[src/rtl/btb_update_ctrl_if.sv]
// rtl/btb_update_ctrl_if.sv - update request and BTB write-port bundle for btb_update_ctrl
interface btb_update_ctrl_if #(
  parameter int SIZE  = 1024,
  parameter int TAG_W = 20
);
  localparam int IDX_W = $clog2(SIZE);

  logic             flush_req;
  logic             upd_valid;
  logic [31:0]      upd_pc;
  logic [31:0]      upd_target;
  logic             fifo_full;
  logic             busy;
  logic             wr_en;
  logic [IDX_W-1:0] wr_idx;
  logic             wr_valid;
  logic [TAG_W-1:0] wr_tag;
  logic [31:0]      wr_target;

  modport master (
    output flush_req, upd_valid, upd_pc, upd_target,
    input  fifo_full, busy, wr_en, wr_idx, wr_valid, wr_tag, wr_target
  );

  modport slave (
    input  flush_req, upd_valid, upd_pc, upd_target,
    output fifo_full, busy, wr_en, wr_idx, wr_valid, wr_tag, wr_target
  );
endinterface

[src/rtl/btb_update_ctrl.sv]
// rtl/btb_update_ctrl.sv - BTB write-port sequencer: invalidation sweep plus queued EX updates
// Optional BTB_STATS_EN adds upd_cnt/drop_cnt counters.
module btb_update_ctrl #(
  parameter int SIZE       = 1024,
  parameter int IDX_W      = $clog2(SIZE),
  parameter int TAG_W      = 20,
  parameter int FIFO_DEPTH = 4
) (
  input  logic               clk,
  input  logic               rst,
  btb_update_ctrl_if.slave   bus
`ifdef BTB_STATS_EN
  ,
  output logic [31:0]        upd_cnt,
  output logic [31:0]        drop_cnt
`endif
);

  localparam int PTR_W = $clog2(FIFO_DEPTH);
  localparam int CNT_W = PTR_W + 1;

  typedef enum logic {SWEEP, RUN} state_t;

  state_t           state;
  logic [IDX_W-1:0] sweep_idx;
  logic             busy_q;
  logic [PTR_W-1:0] rd_ptr;
  logic [PTR_W-1:0] wr_ptr;
  logic [CNT_W-1:0] count;
  logic [TAG_W-1:0] q_tag    [FIFO_DEPTH];
  logic [31:0]      q_target [FIFO_DEPTH];

  logic full;
  logic empty;
  logic pop;
  logic push;
  logic drop;
  logic unused_pc_hi;

  assign full  = (count == CNT_W'(FIFO_DEPTH));
  assign empty = (count == '0);

  // A flush discards the queue, so neither a pop nor a push may happen alongside it.
  assign pop  = (state == RUN) && !empty && !bus.flush_req;
  assign push = bus.upd_valid && !bus.flush_req && (!full || pop);
  assign drop = bus.upd_valid && !bus.flush_req && full && !pop;

  assign unused_pc_hi = ^bus.upd_pc[31:TAG_W];

  assign bus.fifo_full = full;
  assign bus.busy      = busy_q;

  always_ff @(posedge clk or posedge rst) begin
    if (rst) begin
      state         <= SWEEP;
      sweep_idx     <= '0;
      busy_q        <= 1'b1;
      rd_ptr        <= '0;
      wr_ptr        <= '0;
      count         <= '0;
      bus.wr_en     <= 1'b0;
      bus.wr_valid  <= 1'b0;
      bus.wr_idx    <= '0;
      bus.wr_tag    <= '0;
      bus.wr_target <= '0;
    end else if (bus.flush_req) begin
      // Index 0 is written right away; the sweep resumes from index 1.
      state         <= SWEEP;
      sweep_idx     <= IDX_W'(1);
      busy_q        <= 1'b1;
      rd_ptr        <= '0;
      wr_ptr        <= '0;
      count         <= '0;
      bus.wr_en     <= 1'b1;
      bus.wr_valid  <= 1'b0;
      bus.wr_idx    <= '0;
      bus.wr_tag    <= '0;
      bus.wr_target <= '0;
    end else begin
      case (state)
        SWEEP: begin
          bus.wr_en     <= 1'b1;
          bus.wr_valid  <= 1'b0;
          bus.wr_idx    <= sweep_idx;
          bus.wr_tag    <= '0;
          bus.wr_target <= '0;
          busy_q        <= 1'b1;
          sweep_idx     <= sweep_idx + IDX_W'(1);
          if (sweep_idx == IDX_W'(SIZE - 1)) begin
            state <= RUN;
          end
        end
        RUN: begin
          busy_q <= 1'b0;
          if (pop) begin
            bus.wr_en     <= 1'b1;
            bus.wr_valid  <= 1'b1;
            bus.wr_idx    <= q_tag[rd_ptr][IDX_W-1:0];
            bus.wr_tag    <= q_tag[rd_ptr];
            bus.wr_target <= q_target[rd_ptr];
          end else begin
            bus.wr_en     <= 1'b0;
            bus.wr_valid  <= 1'b0;
            bus.wr_idx    <= '0;
            bus.wr_tag    <= '0;
            bus.wr_target <= '0;
          end
        end
        default: begin
          state <= SWEEP;
        end
      endcase

      if (push) begin
        wr_ptr <= wr_ptr + PTR_W'(1);
      end
      if (pop) begin
        rd_ptr <= rd_ptr + PTR_W'(1);
      end
      case ({push, pop})
        2'b10:   count <= count + CNT_W'(1);
        2'b01:   count <= count - CNT_W'(1);
        default: count <= count;
      endcase
    end
  end

  // Queue storage needs no reset: count and pointers define which slots are live.
  always_ff @(posedge clk) begin
    if (push) begin
      q_tag[wr_ptr]    <= bus.upd_pc[TAG_W-1:0];
      q_target[wr_ptr] <= bus.upd_target;
    end
  end

`ifdef BTB_STATS_EN
  always_ff @(posedge clk or posedge rst) begin
    if (rst) begin
      upd_cnt  <= '0;
      drop_cnt <= '0;
    end else begin
      if (pop) begin
        upd_cnt <= upd_cnt + 32'd1;
      end
      if (drop) begin
        drop_cnt <= drop_cnt + 32'd1;
      end
    end
  end
`endif

endmodule
[src/flat_wrapper.sv]
// flat-port wrapper written by rule: the top's interface ports become plain ports
module btb_update_ctrl_flat 
#(
  parameter int SIZE       = 1024,
  parameter int IDX_W      = $clog2(SIZE),
  parameter int TAG_W      = 20,
  parameter int FIFO_DEPTH = 4
)
  (clk, rst, bus_flush_req, bus_upd_valid, bus_upd_pc, bus_upd_target, bus_fifo_full, bus_busy, bus_wr_en, bus_wr_idx, bus_wr_valid, bus_wr_tag, bus_wr_target);
  btb_update_ctrl_if #(.SIZE(SIZE), .TAG_W(TAG_W)) bus_i ();
  input  logic clk;
  input  logic rst;
  input wire logic [$bits(bus_i.flush_req)-1:0] bus_flush_req;
  input wire logic [$bits(bus_i.upd_valid)-1:0] bus_upd_valid;
  input wire logic [$bits(bus_i.upd_pc)-1:0] bus_upd_pc;
  input wire logic [$bits(bus_i.upd_target)-1:0] bus_upd_target;
  output wire logic [$bits(bus_i.fifo_full)-1:0] bus_fifo_full;
  output wire logic [$bits(bus_i.busy)-1:0] bus_busy;
  output wire logic [$bits(bus_i.wr_en)-1:0] bus_wr_en;
  output wire logic [$bits(bus_i.wr_idx)-1:0] bus_wr_idx;
  output wire logic [$bits(bus_i.wr_valid)-1:0] bus_wr_valid;
  output wire logic [$bits(bus_i.wr_tag)-1:0] bus_wr_tag;
  output wire logic [$bits(bus_i.wr_target)-1:0] bus_wr_target;
  assign bus_i.flush_req = bus_flush_req;
  assign bus_i.upd_valid = bus_upd_valid;
  assign bus_i.upd_pc = bus_upd_pc;
  assign bus_i.upd_target = bus_upd_target;
  assign bus_fifo_full = bus_i.fifo_full;
  assign bus_busy = bus_i.busy;
  assign bus_wr_en = bus_i.wr_en;
  assign bus_wr_idx = bus_i.wr_idx;
  assign bus_wr_valid = bus_i.wr_valid;
  assign bus_wr_tag = bus_i.wr_tag;
  assign bus_wr_target = bus_i.wr_target;
  btb_update_ctrl #(.SIZE(SIZE), .IDX_W(IDX_W), .TAG_W(TAG_W), .FIFO_DEPTH(FIFO_DEPTH)) u_core (.clk(clk), .rst(rst), .bus(bus_i));
endmodule
[config.mk]
export PLATFORM = sky130hd
export DESIGN_NAME = btb_update_ctrl_flat
export DESIGN_NICKNAME = d
export VERILOG_FILES = /design/src/rtl/btb_update_ctrl_if.sv /design/src/rtl/btb_update_ctrl.sv /design/src/flat_wrapper.sv
export SDC_FILE = /design/constraint.sdc
export NUM_CORES = 1
export LEC_CHECK = 0
export ABC_AREA = 1
export BUFFER_PORTS_ARGS = -buffer_cell sky130_fd_sc_hd__buf_2
export CAP_MARGIN = 10
export CORE_UTILIZATION = 38
export DETAILED_ROUTE_END_ITERATION = 8
export GPL_TIMING_DRIVEN = 0
export SYNTH_ARGS = -nofsm -noshare
export SYNTH_HDL_FRONTEND = slang
export SYNTH_SLANG_ARGS = --single-unit
[constraint.sdc]
create_clock -name clk -period 3.2 [get_ports clk]
set_clock_uncertainty 0.15 [all_clocks]
set_input_delay 0.96 -clock clk [delete_from_list [all_inputs] [get_ports clk]]
set_output_delay 0.96 -clock clk [all_outputs]
set_load 0.1 [all_outputs]
# Yosys cells after proc, flatten, opt, wreduce, memory -nomap -nowiden
# Memory sizes are Yosys's and may differ from the RTL's.
# Cells that the tools add are included.
dict set report totals {
  memories 2
  ramBits 208
  mem_bits_ro 0
  wordCells 65
  latchBits 0
  in_bits 68
  reg_bits 83
}
# memory words word_bits read_ports rd_ports_with_merged_regs wr line_no
set memory_table {}
lappend memory_table {u_core.q_target 4 32 1 0 1 btb_update_ctrl.sv:31} ;# logic [31:0] q_target [FIFO_DEPTH];
lappend memory_table {u_core.q_tag 4 20 1 0 1 btb_update_ctrl.sv:30} ;# logic [TAG_W-1:0] q_tag [FIFO_DEPTH];
dict set report classes {
  n_reduce_logical 12
  n_mux 29
  addsub 5
  n_mul 0
  n_div 0
  shifts 0
  magnitude_cmp 0
  bitwise_logic 1
  n_eq_ne 5
}
# operator count
set op_table {}
lappend op_table {{$mux 32} 2}
lappend op_table {{$pmux 32 s2} 1}
lappend op_table {{$mux 10} 4}
lappend op_table {{$mux 20} 2}
lappend op_table {{$pmux 20 s2} 1}
lappend op_table {{$pmux 10 s2} 1}
lappend op_table {{$add 10x1->10 const B} 1}
lappend op_table {{$eq 10x10->1 const B} 1}
lappend op_table {{$mux 1} 9}
lappend op_table {{$mux 2} 4}
lappend op_table {{$pmux 1 s2} 3}
lappend op_table {{$pmux 3 s2} 1}
lappend op_table {{$add 2x1->2 const B} 2}
lappend op_table {{$logic_and 1x1->1} 4}
lappend op_table {{$reduce_bool 2->1} 2}
lappend op_table {{$add 3x1->3 const B} 1}
lappend op_table {{$eq 3x3->1 const B} 1}
lappend op_table {{$logic_not 1->1} 3}
lappend op_table {{$logic_not 3->1} 1}
lappend op_table {{$mux 3} 1}
lappend op_table {{$reduce_bool 3->1} 1}
lappend op_table {{$sub 3x1->3 const B} 1}
lappend op_table {{$eq 2x1->1 const B} 1}
lappend op_table {{$eq 2x2->1 const B} 1}
lappend op_table {{3 further kinds} 3}

# Longest topological paths before layout
dict set report logic_depth {
  depth_word 9
  mapped_depth 10
  depth_no_buf 9
}

# Least setup slack after synthesis
# Ideal clock, no wire load.
dict set report synth_path {
  kind {input port to flip-flop}
  startpoint {input port bus_flush_req}
  endpoint {memory u_core.q_tag[0][0] (enable)}
  slack_ns -1.022
  cell_stages 4
  arrival_time_ns 3.610
  path_buffers 1
  path_cell_list {buf_2 nor2_1 nand2_2 nor2_1}
}
dict set report synth_between {
  elab_chain_len 6
  word_cells_on_any_way 7
  cone_classes {mux (2); reduce/logical (5)}
}
# element line_no
set synth_rtl {}
lappend synth_rtl {{start: declaration} flat_wrapper.sv:13} ;# input wire logic [$bits(bus_i.flush_req)-1:0] bus_flush_req;
lappend synth_rtl {{$logic_not 1->1 *} {btb_update_ctrl.sv:44, btb_update_ctrl.sv:45}}
lappend synth_rtl {{$logic_and 1x1->1} btb_update_ctrl.sv:44} ;# assign pop = (state == RUN) && !empty && !bus.flush_req;
lappend synth_rtl {{$logic_or 1x1->1} btb_update_ctrl.sv:45} ;# assign push = bus.upd_valid && !bus.flush_req && (!full || pop);
lappend synth_rtl {{$logic_and 1x1->1 *} btb_update_ctrl.sv:45}
lappend synth_rtl {{$mux 1 *} btb_update_ctrl.sv:130} ;# if (push) begin
lappend synth_rtl {{$mux 1 (implied by the code) *} btb_update_ctrl.sv:131} ;# q_tag[wr_ptr] <= bus.upd_pc[TAG_W-1:0];
lappend synth_rtl {{end: declaration} btb_update_ctrl.sv:30}
# Every way passes the cells marked *; elsewhere a longest branch is shown, timed or not.

# Worst setup path in the final report
dict set report layout_path {
  startpoint {register u_core.count[0]}
  endpoint {output port bus_fifo_full}
}
dict set report layout_between {
  elab_chain_len 1
}
# element line_no
set layout_rtl {}
lappend layout_rtl {{start: declaration} btb_update_ctrl.sv:29} ;# logic [CNT_W-1:0] count;
lappend layout_rtl {{start signal: assignment} btb_update_ctrl.sv:121} ;# 2'b10: count <= count + CNT_W'(1);
lappend layout_rtl {{start signal: assignment} btb_update_ctrl.sv:122} ;# 2'b01: count <= count - CNT_W'(1);
lappend layout_rtl {{start signal: assignment} btb_update_ctrl.sv:123} ;# default: count <= count;
lappend layout_rtl {{$eq 3x3->1} btb_update_ctrl.sv:40} ;# assign full = (count == CNT_W'(FIFO_DEPTH));
lappend layout_rtl {{end: declaration} flat_wrapper.sv:17} ;# output wire logic [$bits(bus_i.fifo_full)-1:0] bus_fifo_full;
# Every way passes these cells.

==> report_table.html <==
<table>
<tr><th>Metric</th><th>Value</th></tr>
<tr><th colspan="2">Worst setup path</th></tr>
<tr><td>Cell Chain, Critical Path</td><td>nor3_2 -&gt; buf_2</td></tr>
<tr><td>Endpoint arrival time on the critical path</td><td>1680 ps</td></tr>
<tr><td>Top Family by Delay on Critical Path</td><td>flip-flops</td></tr>
<tr><td>Critical Path Source</td><td>u_core.count[0]</td></tr>
<tr><td>Buffers and inverters on the worst path</td><td>1</td></tr>
<tr><td>Slowest stage cell on the critical path</td><td>dfrtp_1</td></tr>
<tr><td>Reg-to-Reg Start</td><td>u_core.count[0]</td></tr>
<tr><td>Worst path required time</td><td>2090 ps</td></tr>
<tr><td>Crit. End Element</td><td>output port</td></tr>
<tr><td>Worst Path Max Fanout</td><td>5</td></tr>
<tr><td>Critical path class</td><td>reg2out</td></tr>
<tr><td>Crit path largest cell delay</td><td>470 ps</td></tr>
<tr><td>Startpoint types</td><td>flop</td></tr>
<tr><th colspan="2">Clock network</th></tr>
<tr><td>Clock latency at the later pin of the worst-skew pair</td><td>550 ps</td></tr>
<tr><td>Count of H-tree levels built during CTS</td><td>1</td></tr>
<tr><td>Total CTS buffers</td><td>30</td></tr>
<tr><td>Post-CTS setup buffer count</td><td>0</td></tr>
<tr><td>Quantity of gates resized following cts</td><td>0</td></tr>
<tr><td>Root buffer selected by CTS</td><td>clkbuf_16</td></tr>
<tr><td>Post-CTS Hold Buffers</td><td>0</td></tr>
<tr><td>Number of buffers on the longest clock path</td><td>3</td></tr>
<tr><td>TritonCTS clock tree</td><td>built</td></tr>
<tr><td>Clock-pin transition on the worst setup and hold timing paths</td><td>60 ps</td></tr>
<tr><td># clock sinks</td><td>291</td></tr>
<tr><th colspan="2">Power</th></tr>
<tr><td>Pwr/cell area</td><td>607 nW/um^2</td></tr>
<tr><td>Leak pwr</td><td>5.44 nW</td></tr>
<tr><td>Overall power of the completed layout</td><td>8.08 mW</td></tr>
<tr><td>Max rail drop VDD</td><td>0.000416 V</td></tr>
<tr><th colspan="2">Logic synthesis</th></tr>
<tr><td>Simple-gate share of the synthesized area</td><td>10.1%</td></tr>
<tr><td>Combined area of all synthesized cells</td><td>10,900 um^2</td></tr>
<tr><td>Async S/R FF share, synth</td><td>28.5%</td></tr>
<tr><td>Yosys top cell area share</td><td>57.3%</td></tr>
<tr><td>Area leader, netlist</td><td>edfxtp_1</td></tr>
<tr><td>EDFF count, synth</td><td>208</td></tr>
<tr><td>Number of storage elements in the synthesis netlist</td><td>291</td></tr>
<tr><td>Dominant combinational cell family by area after synthesis</td><td>simple AND/OR/NAND/NOR gates</td></tr>
<tr><td>Xor and xnor fraction of the mapped netlist area</td><td>0.161%</td></tr>
<tr><td>Sequential element share of the synthesized area</td><td>76.3%</td></tr>
<tr><td>Post-synth top cells</td><td>208 x edfxtp_1, 203 x nor2_1, 82 x dfrtp_1</td></tr>
<tr><td>Count of yosys warnings during synthesis</td><td>0</td></tr>
<tr><td>Netlist cell types</td><td>32</td></tr>
<tr><td>Complex-gate fraction of the synthesized area</td><td>8.66%</td></tr>
<tr><td>Adder and majority cell fraction of the synthesized area</td><td>0.757%</td></tr>
<tr><td>Post-synthesis mux area share</td><td>0%</td></tr>
<tr><td>Mapped Nets</td><td>909</td></tr>
<tr><td>Post-Syn Instances</td><td>835</td></tr>
<tr><td>Leading register cell type out of synthesis</td><td>edfxtp_1</td></tr>
<tr><td>Mean Syn Cell Area</td><td>13.1 um^2</td></tr>
<tr><td>Top-count cell post-synth</td><td>edfxtp_1</td></tr>
<tr><td>Biggest area contributors in the synthesized netlist</td><td>edfxtp_1 57%, dfrtp_1 19%, nor2_1 7.0%, o21ai_0 2.8%, o21ai_1 2.8%</td></tr>
<tr><th colspan="2">Global route</th></tr>
<tr><td>Routing layer with the top usage in global route</td><td>met2</td></tr>
<tr><td>Met2 layer usage reported by global route</td><td>27.3%</td></tr>
<tr><td>Maximum number of pins on one net before global-route repair</td><td>27</td></tr>
<tr><td>Global Route Usage Sum</td><td>16.8%</td></tr>
<tr><td>Met1 Track Usage GR</td><td>23.3%</td></tr>
<tr><td>Total congestion overflow after global routing</td><td>0</td></tr>
<tr><td>Global-route wire length before repair</td><td>37,100 um</td></tr>
<tr><td>Met3 usage</td><td>3.18%</td></tr>
<tr><td>Initial antenna violation count</td><td>2</td></tr>
<tr><td>Vias in the first global route</td><td>6,514</td></tr>
<tr><th colspan="2">Place</th></tr>
<tr><td>RePlAce Congestion</td><td>0.763</td></tr>
<tr><td>HPWL Detailed</td><td>15,500 um</td></tr>
<tr><td>Placed inst area</td><td>12,300 um^2</td></tr>
<tr><td>Placement-stage worst setup slack</td><td>312 ps</td></tr>
<tr><td>Placed insts</td><td>1,344</td></tr>
<tr><td>Count of buffers inserted at the top-level ports</td><td>120</td></tr>
<tr><th colspan="2">Final layout</th></tr>
<tr><td>Share of final-layout standard cells stronger than drive strength 1</td><td>22.3%</td></tr>
<tr><td>Final layout net count</td><td>1,072</td></tr>
<tr><td>Cell Count, Final, Fillers Out</td><td>1,402</td></tr>
<tr><td>Final Instance Area</td><td>13,300 um^2</td></tr>
<tr><td>Synthesis-to-layout area growth</td><td>22.0%</td></tr>
<tr><th colspan="2">Run status</th></tr>
<tr><td>Outcome</td><td>finished, final reports clean</td></tr>
<tr><th colspan="2">Detailed routing</th></tr>
<tr><td>DR vias/cell</td><td>4.76</td></tr>
<tr><td>Detailed-route wire length</td><td>24,200 um</td></tr>
<tr><td>Number of detailed-route iterations in the first pass</td><td>5</td></tr>
<tr><td>Drt wl/cell</td><td>17.3 um</td></tr>
<tr><td>Initial DRC Count</td><td>544</td></tr>
<tr><td>Post-route ant nets</td><td>0</td></tr>
<tr><td>DRC errors left</td><td>0</td></tr>
<tr><td>Vias post-DR</td><td>6,669</td></tr>
<tr><th colspan="2">Floorplanning</th></tr>
<tr><td>Row Count</td><td>61</td></tr>
<tr><td>Top-level I/O count</td><td>134</td></tr>
<tr><td>Floorplan die height</td><td>171 um</td></tr>
<tr><td>Horizontal die dimension</td><td>171 um</td></tr>
<tr><td>Core area</td><td>28,000 um^2</td></tr>
<tr><td>DIE AREA</td><td>29,400 um^2</td></tr>
<tr><td>Initial Utilization</td><td>38.9%</td></tr>
<tr><th colspan="2">Worst hold path</th></tr>
<tr><td>Worst hold path type</td><td>in2async</td></tr>
<tr><th colspan="2">Timing</th></tr>
<tr><td>Number of setup violations in the final report</td><td>0</td></tr>
<tr><td>Final slew viol count</td><td>0</td></tr>
<tr><td>RSZ-0062 raised after global routing</td><td>false</td></tr>
<tr><td>Final count of hold timing violations</td><td>0</td></tr>
<tr><td>Part of the cycle the worst path needs</td><td>87.1%</td></tr>
<tr><td>Time the final worst path needs with I/O delays and setup</td><td>2790 ps</td></tr>
<tr><td>Final setup slack of the worst path</td><td>413 ps</td></tr>
<tr><td>Relative max-transition margin</td><td>56.1%</td></tr>
<tr><td>Highest Clock Rate</td><td>0.359 GHz</td></tr>
<tr><td>Transition time of the tightest slew-check pin</td><td>657 ps</td></tr>
<tr><th colspan="2">Run</th></tr>
<tr><td>MaxCap Viol Count</td><td>0</td></tr>
</table>
==> power breakdown <==
part	total, mW	leakage, nW	internal (mW)	switching [mW]
clock network	3.61	0.509	2.22	1.39
registers	4.17	3.03	4.15	0.0270
logic	0.291	1.90	0.0902	0.201
==> through the flow <==
step                util, %  hold WS, ps  TNS (ps)
global route           47.5          271         0
detailed placement     43.8          360         0
CTS                    47.5          249         0
floorplan                 -          341    -36320
global placement       42.8          358   -291790
finish                 47.5          258         0
==> cells in the final DEF, fill, tap and decap left out, drive strengths merged <==
master	instances
edfxtp	208
nor2	206
buf	158
o21ai	122
dfrtp	82
clkbuf	57
a21oi	51
nand2	42
inv	40
nand3	13
o22ai	9
clkinv	8
ha	5
bufinv	5
nor3	4
diode	2
o31ai	2
clkinvlp	2
nand4	2
a211oi	1
nand3b	1
xnor2	1
xor2	1
fa	1
dfstp	1
==> worst register-to-register path: stages (launching register included) <==
cell,delay (ps)
dfrtp_1,500
nor2_4,80
nand3_1,110
nand2_2,170
nor2_4,560
buf_12,270
==> cells by family after synthesis <==
group                    count (synthesis)
AO/OA/AOI/OAI                          185
buffers and inverters                   83
adder cells (fa/ha/maj)                  6
XOR/XNOR                                 2
AND/OR/NAND/NOR                        268
flip-flops                             291
==> routing by layer <==
layer,vias up,routed length [um]
li1,3229,-
met1,3260,11100
met2,142,11400
met3,36,1260
met4,2,403
met5,-,17
==> layout make-up <==
class / instances / area, um^2
flip-flops and latches: 291 / 8320
plain buffers: 42 / 278
well taps: 378 / 473
multi-input cells: 461 / 2180
repair buffers: 131 / 851
clock buffers: 42 / 837
inverters: 41 / 168
diodes: 2 / 5.00
clock inverters: 14 / 198
fillers: 2490 / 14700
==> flip-flops by register name, summed over array words and instances (netlist names) <==
| signal | count |
|---|---|
| u_core.bus.busy | 1 |
| u_core.state | 1 |
| u_core.bus.wr_idx | 10 |
| u_core.count | 3 |
| u_core.q_tag | 80 |
| u_core.wr_ptr | 2 |
| u_core.bus.wr_valid | 1 |
| u_core.q_target | 128 |
| u_core.rd_ptr | 2 |
| u_core.sweep_idx | 10 |
| u_core.bus.wr_target | 32 |
| u_core.bus.wr_en | 1 |
| u_core.bus.wr_tag | 20 |
==> path summary, 6_finish.rpt <==
kind | endpoint | slack [ps] | depth (start not counted)
max | bus_fifo_full | 410 | 2
min | u_core.bus.wr_target[6] | 260 | 2
max reg2reg | u_core.q_tag[2][16] | 1050 | 5
min reg2reg | u_core.bus.wr_target[3] | 370 | 2
max in group asynchronous | u_core.bus.busy | 1710 | 5
min in group clk | u_core.bus.wr_target[3] | 370 | 2
Note: power is estimated with default switching activity, not from simulation.
